==> src/rtl/muldiv_unit.sv <==
// Iterative signed/unsigned multiply/divide into architectural HI/LO; one bit per cycle,
// results land BITS+1 cycles after start. busy stalls the core, flush aborts.
module muldiv_unit #(
  parameter int BITS = 32
) (
  input  logic            clk,
  input  logic            rstn,
  input  logic            start,
  input  logic [1:0]      op,
  input  logic [BITS-1:0] a,
  input  logic [BITS-1:0] b,
  input  logic            wr_hi,
  input  logic            wr_lo,
  input  logic [BITS-1:0] din,
  input  logic            flush,
  output logic            busy,
  output logic            done,
  output logic [BITS-1:0] hi,
  output logic [BITS-1:0] lo
);

  localparam int CW = $clog2(BITS);
  localparam logic [CW-1:0] LAST = CW'(BITS - 1);

  typedef enum logic [1:0] {IDLE, CALC, FINISH} state_t;

  state_t          state, state_nxt;
  logic [CW-1:0]   cnt;
  logic            is_div;
  logic            neg_lo;   // negate product (mul) or quotient (div)
  logic            neg_hi;   // remainder takes dividend sign
  logic            div0;
  logic [BITS-1:0] acc_hi;   // product upper half / partial remainder
  logic [BITS-1:0] acc_lo;   // multiplier shifting out / quotient shifting in
  logic [BITS-1:0] opnd;     // multiplicand or divisor

  logic            sgn;
  logic [BITS-1:0] abs_a, abs_b;
  logic [BITS:0]   mul_sum;
  logic [BITS:0]   div_sh, div_diff;
  logic            div_ok;
  logic [2*BITS-1:0] prod, prod_fix;
  logic [BITS-1:0] q_fix, r_fix;

  assign busy = (state != IDLE);

  always_ff @(posedge clk or negedge rstn) begin
    if (!rstn) state <= IDLE;
    else       state <= state_nxt;
  end

  always_comb begin
    state_nxt = state;
    case (state)
      IDLE:    if (start && !flush) state_nxt = CALC;
      CALC:    if (flush) state_nxt = IDLE;
               else if (cnt == LAST) state_nxt = FINISH;
      FINISH:  state_nxt = IDLE;
      default: state_nxt = IDLE;
    endcase
  end

  always_comb begin
    sgn      = ~op[0];
    abs_a    = (sgn && a[BITS-1]) ? -a : a;
    abs_b    = (sgn && b[BITS-1]) ? -b : b;
    mul_sum  = {1'b0, acc_hi} + ({1'b0, opnd} & {(BITS+1){acc_lo[0]}});
    // restoring step: partial remainder stays below the divisor, so bit BITS is the borrow
    div_sh   = {acc_hi, acc_lo[BITS-1]};
    div_diff = div_sh - {1'b0, opnd};
    div_ok   = ~div_diff[BITS];
    prod     = {acc_hi, acc_lo};
    prod_fix = neg_lo ? -prod : prod;
    q_fix    = div0 ? '1 : (neg_lo ? -acc_lo : acc_lo);
    r_fix    = neg_hi ? -acc_hi : acc_hi;
  end

  always_ff @(posedge clk or negedge rstn) begin
    if (!rstn) begin
      cnt    <= '0;
      is_div <= 1'b0;
      neg_lo <= 1'b0;
      neg_hi <= 1'b0;
      div0   <= 1'b0;
      acc_hi <= '0;
      acc_lo <= '0;
      opnd   <= '0;
      hi     <= '0;
      lo     <= '0;
      done   <= 1'b0;
    end else begin
      done <= 1'b0;
      case (state)
        IDLE: begin
          if (start && !flush) begin
            is_div <= op[1];
            neg_lo <= sgn & (a[BITS-1] ^ b[BITS-1]);
            neg_hi <= sgn & a[BITS-1];
            div0   <= (b == '0);
            acc_hi <= '0;
            acc_lo <= op[1] ? abs_a : abs_b;
            opnd   <= op[1] ? abs_b : abs_a;
            cnt    <= '0;
          end else if (!start) begin
            if (wr_hi) hi <= din;
            if (wr_lo) lo <= din;
          end
        end
        CALC: begin
          if (!flush) begin
            cnt <= cnt + 1'b1;
            if (is_div) begin
              acc_hi <= div_ok ? div_diff[BITS-1:0] : div_sh[BITS-1:0];
              acc_lo <= {acc_lo[BITS-2:0], div_ok};
            end else begin
              acc_hi <= mul_sum[BITS:1];
              acc_lo <= {mul_sum[0], acc_lo[BITS-1:1]};
            end
          end
        end
        FINISH: begin
          if (!flush) begin
            done <= 1'b1;
            if (is_div) begin
              hi <= r_fix;
              lo <= q_fix;
            end else begin
              hi <= prod_fix[2*BITS-1:BITS];
              lo <= prod_fix[BITS-1:0];
            end
          end
        end
        default: ;
      endcase
    end
  end

endmodule
==> config.mk <==
export PLATFORM = sky130hd
export DESIGN_NAME = muldiv_unit
export DESIGN_NICKNAME = d
export VERILOG_FILES = /design/src/rtl/muldiv_unit.sv
export SDC_FILE = /design/constraint.sdc
export NUM_CORES = 1
export LEC_CHECK = 0
export CORE_MARGIN = 4
export CORE_UTILIZATION = 52
export CTS_BUF_LIST = sky130_fd_sc_hd__clkbuf_4 sky130_fd_sc_hd__clkbuf_8
export CTS_CLUSTER_DIAMETER = 30
export DETAILED_ROUTE_END_ITERATION = 7
export PLACE_DENSITY = 0.78
export SLEW_MARGIN = 0
export SYNTH_ARGS = -nofsm -noshare
export SYNTH_HDL_FRONTEND = slang
export SYNTH_SLANG_ARGS = --single-unit
==> constraint.sdc <==
create_clock -name clk -period 3.6 [get_ports clk]
set_input_delay 0.72 -clock clk [delete_from_list [all_inputs] [get_ports clk]]
set_output_delay 0.72 -clock clk [all_outputs]
set_load 0.05 [all_outputs]
Word-level counts from Yosys, hierarchy flattened --
Cells that the tools add are included.
Operators by class: mux-type cells 38, equality and inequality tests 11, bitwise logic cells 6, reductions and logical operators 14, add/subtract/negate cells 8
Operators by type and width (count):
- two-way mux 32 bit | 24
- one-hot mux 32 bit (2 select lines) | 4
- negation 32 bit | 4
- two-way mux 64 bit | 1
- negation 64 bit | 1
- adder 32 x 33 -> 33 bit | 1
- AND 32 x 33 -> 33 bit | 1
- subtractor 33 x 32 -> 33 bit | 1
- logical NOT 32 bit | 1
- inequality test 2 bit, second input constant | 7
- two-way mux 5 bit | 2
- one-hot mux 5 bit (2 select lines) | 1
- AND reduction 5 bit | 2
- two-way mux 2 bit | 3
- nonzero test 2 bit | 3
- adder 5 x 1 -> 5 bit, second input constant | 1
- == test 5 bit, second input constant | 1
- one-hot mux 2 bit (2 select lines) | 1
- AND reduction 2 bit | 2
- logical AND 1 bit | 3
- inequality test 3 bit, second input constant | 1
- AND reduction 3 bit | 1
- AND 1 bit | 2
- == test 2 x 1 -> 1 bit, second input constant | 1
- other kinds (6) | 8
Word-level totals: input bits 104, flip-flop bits (word level) 172

Depth between registers and ports, before layout --
word-level depth 6, mapped depth 15, depth with buffers taken out 13

Least setup slack after synthesis --
Ideal clock, no wire load.
path type reg-to-reg, start point reg acc_lo[0], end point reg acc_hi[28], buffers on the path 1, slack 483 ps, required time 3466 ps, stages on the path, launching flop included 14, setup time 134 ps, data arrival time 2983 ps, path through dfrtp_1 > inv_1 > clkbuf_1 > nor2_1 > ha_1 > a21o_1 > a221oi_1 > o21ai_1 > a2111oi_0 > or2_2 > o311ai_1 > and4_1 > o31ai_1 > nand3_1
On the way: cells in the longest elaborated chain, start to end 5
Ends and longest elaborated chain:
- from (decl) | line 34 | logic [BITS-1:0] acc_lo;
- from (signal assigned) | line 101 | acc_lo <= op[1] ? abs_a : abs_b;
- from (signal assigned) | line 114 | acc_lo <= {acc_lo[BITS-2:0], div_ok};
- from (signal assigned) | line 117 | acc_lo <= {mul_sum[0], acc_lo[BITS-1:1]};
- AND 32 x 33 -> 33 bit | line 67 | mul_sum = {1'b0, acc_hi} + ({1'b0, opnd} & {(BITS+1){acc_lo[0]}});
- adder 32 x 33 -> 33 bit | line 67
- two-way mux 32 bit | line 112 | if (is_div) begin
- two-way mux 32 bit | line 110 | if (!flush) begin
- one-hot mux 32 bit (2 select lines) | line 93 | case (state)
- to (signal assigned) | line 113 | acc_hi <= div_ok ? div_diff[BITS-1:0] : div_sh[BITS-1:0];
- to (signal assigned) | line 116 | acc_hi <= mul_sum[BITS:1];
- to (decl) | line 33 | logic [BITS-1:0] acc_hi;
No other way between the ends. The select of a mux whose other input is x is not followed. A chain may end at the register's enable or synchronous reset.

Worst setup path in the final report --
start point reg acc_lo[0], end point reg acc_hi[29]
The elaborated chain is that of the path after synthesis.

==> impl_metrics.yaml <==
routing:
  wl_met1_mm: 23.9
  drc: 0
  antenna_left: 0
  routed_wl_mm: 56.5
  viasPerCell: 6.28
  wl_met2_mm: 24.9
  dr.pass1.iters: 5
  met3WireLength_mm: 4.95
  vias: 16100
  drtIter0Drc: 1589
  detail_route.wl_per_cell_um: 22.1
  top_layer_used: "met4"
worst_setup_path:
  cp.required_ns: 3.96
  crit_arrival_ns: 3.81
  r2r_cells: 16
  crit_start: "acc_lo[0]"
  crit-reg2reg-launch: "acc_lo[0]"
  crit_chain: "inv_1 > buf_4 > nor2_1 > ha_1 > buf_4 > a21oi_1 > o21ai_0 > a211oi_2 > buf_4 > nand4_1 > buf_4 > a2111oi_0 > nor3_1 > xor2_1 > o21ai_0 > a22oi_1"
  rrSetupSlack_ns: 0.15
  start_kind: "flop"
  slowest_stage: "dfrtp_1"
  slowest_delay_ns: 0.40
  crit_family: "compound AO/OA/AOI/OAI gates"
  critPathKind: "reg -> reg"
  end_kind: "flop"
  rr_endpoint: "acc_hi[29]"
  crit_top_cell: "buf_4"
  crit_path_max_fanout: 14
  critPathBufInv: 5
place:
  preCtsSetupSlack_ns: 0.151
  gp_congestion: 1.04
  place_area_sq_um: 17900
  portBuffers: 169
  dp_hpwl_mm: 44.9
  place_inst: 2526
yosys:
  ys_top_cells_by_area: "dfrtp_1, a21oi_1, ha_1"
  synthCells: 1974
  synthesis.area_sq_um: 15300
  synth_top_area_cell: "dfrtp_1"
  syn_area_per_cell_sq_um: 7.74
  synth_cell_type_count: 93
  synth-seq-cells: 172
  async_flop_share_pct: 100
  ys_seq_area_share_pct: 28.2
  synth_top_area_share_pct: 28.2
  yosysWarnings: 0
  ys_top_cells_by_count: "nor2_1, a21oi_1, nand2_1"
  synth_ff_type: "dfrtp_1"
  synth_nets: 2150
  yosysMostFrequentCell: "nor2_1"
  synth_edf_count: 0
power_and_ir_drop:
  p_leak_nw: 7.81
  power_mw: 13.4
  peakVddDrop_mv: 0.489
  power.density_nw_per_um2: 730
global_routing:
  antenna_found_initial: 0
  grt_pass1_vias: 15100
  grt_max_degree: 62
  grt_pass1_wl_mm: 85.4
  track_usage_pct: 34.2
  grt_overflow: 0
clock_network:
  post_cts_buffers: 0
  cts_tree: "built"
  cts_htree_levels: 4
  cts_buffers: 17
  post_cts_resized: 0
  clkSlewWorstSetupHoldPaths_ns: 0.11
  clock_sinks: 172
  clk_latency_ns: 0.48
  hold_buffers: 0
  clock_path_buffers: 2
  cts_root_buf: "clkbuf_8"
status:
  status: "finished, final reports clean"
layout:
  antenna_cells: 0
  final_nets: 2337
  drive_above_1_share_pct: 10.2
  syn2layout_area_growth_pct: 20.3
  fin_cells: 2558
  post-route-util_pct: 63.6
  final_area_sq_um: 18400
sta:
  slew_headroom_pct: 35.2
  layout_setup_ws_ns: 0.151
  skew_ns: 0.0207
  whs_ns: 0.203
  worst_pin_slew_ns: 0.972
  timing.final.crit_share_pct: 95.8
  clock.fmax_mhz: 290
  hold_violations: 0
  setup_viol_count_final: 0
  drv_slew: 0
  period_minus_slack_ns: 3.45
  fin_tns_setup_ns: 0
die:
  die_h_um: 179
  initial_core_util_pct: 52.9
  rows: 62
  die-area_sq_um: 32200
  placeableCoreArea_sq_um: 28900
  ios: 170
  die_x_um: 179
worst_hold_path:
  hold_path.class: "in -> async"
job:
  drv_cap: 0
## placed cells by master (no fill, tap or decap), types with 9 or more instances in the layout
master and n:
nand2b_1 26, o22ai_1 38, dfrtp_1 171, nor3_1 53, clkbuf_8 18, nor4_1 9
nor2b_1 14, a21oi_1 204, nand4_1 12, clkdlybuf4s50_1 167, a211oi_1 17, nand2_1 190
inv_1 69, nand3_1 25, o41ai_1 9, mux2i_1 45, a22oi_1 18, o21ai_1 36
and3_1 18, xnor2_1 100, buf_4 119, or2_2 9, o21ai_0 148, nor2_1 217
ha_1 70, o211ai_1 20, or3_1 24, xor2_1 66, a31oi_1 30, a21o_1 21
o21a_1 11, o31ai_1 27
## layer usage
layer	up-vias	global-route usage, %
li1	7512	-
met5	-	0
met1	7631	46.9
met3	119	5.35
met2	797	53.7
met4	0	15.1
## logic make-up after synthesis
logic type,Yosys count,synth area share (%)
AO/OA/AOI/OAI,671,27.4
XOR/XNOR,166,9.52
adder cells (fa/ha/maj),72,6.00
buffers and inverters,192,5.04
flip-flops,172,28.2
multiplexers,52,3.47
AND/OR/NAND/NOR,649,20.4
## worst register-to-register path, cell delays in order, from the launching register on
cell       delay (ns)
dfrtp_1          0.40
inv_1            0.11
buf_4            0.22
nor2_1           0.08
ha_1             0.31
buf_4            0.17
a21oi_1          0.10
o21ai_0          0.23
a211oi_2         0.33
buf_4            0.16
nand4_1          0.07
buf_4            0.17
a2111oi_0        0.40
nor3_1           0.17
xor2_1           0.16
o21ai_0          0.16
a22oi_1          0.11
## flip-flops by register name (all words and copies together), names as in the netlist
| register | count |
|---|---|
| acc_hi | 32 |
| lo | 32 |
| is_div | 1 |
| opnd | 32 |
| div0 | 1 |
| state | 2 |
| neg_hi | 1 |
| neg_lo | 1 |
| hi | 32 |
| acc_lo | 32 |
| cnt | 5 |
| done | 1 |
## report_power, final
group          internal (mW)  switching [mW]  total, mW
clock network          0.734           0.821       1.56
registers               2.42           0.602       3.02
logic                   3.50            5.32       8.82
## area by class of cell
class                           instances  area, sq um
Clock inverter                         13          179
Sequential cell                       172         4310
Tap cell                              384          480
Clock buffer                           19          255
Timing Repair Buffer                  291         2640
Inverter                               69          259
Multi-Input combinational cell       1610        10200
Fill cell                            2602        10500
## worst max-delay path by stage
stage / cells after the start / to
4_1_cts: 16 / acc_hi[29]
2_1_floorplan: 13 / acc_hi[28]
5_1_grt: 16 / acc_hi[29]
6_report: 16 / acc_hi[29]
3_3_place_gp: 10 / opnd[28]
3_5_place_dp: 16 / acc_hi[29]
(Power assumes the default switching activity.)
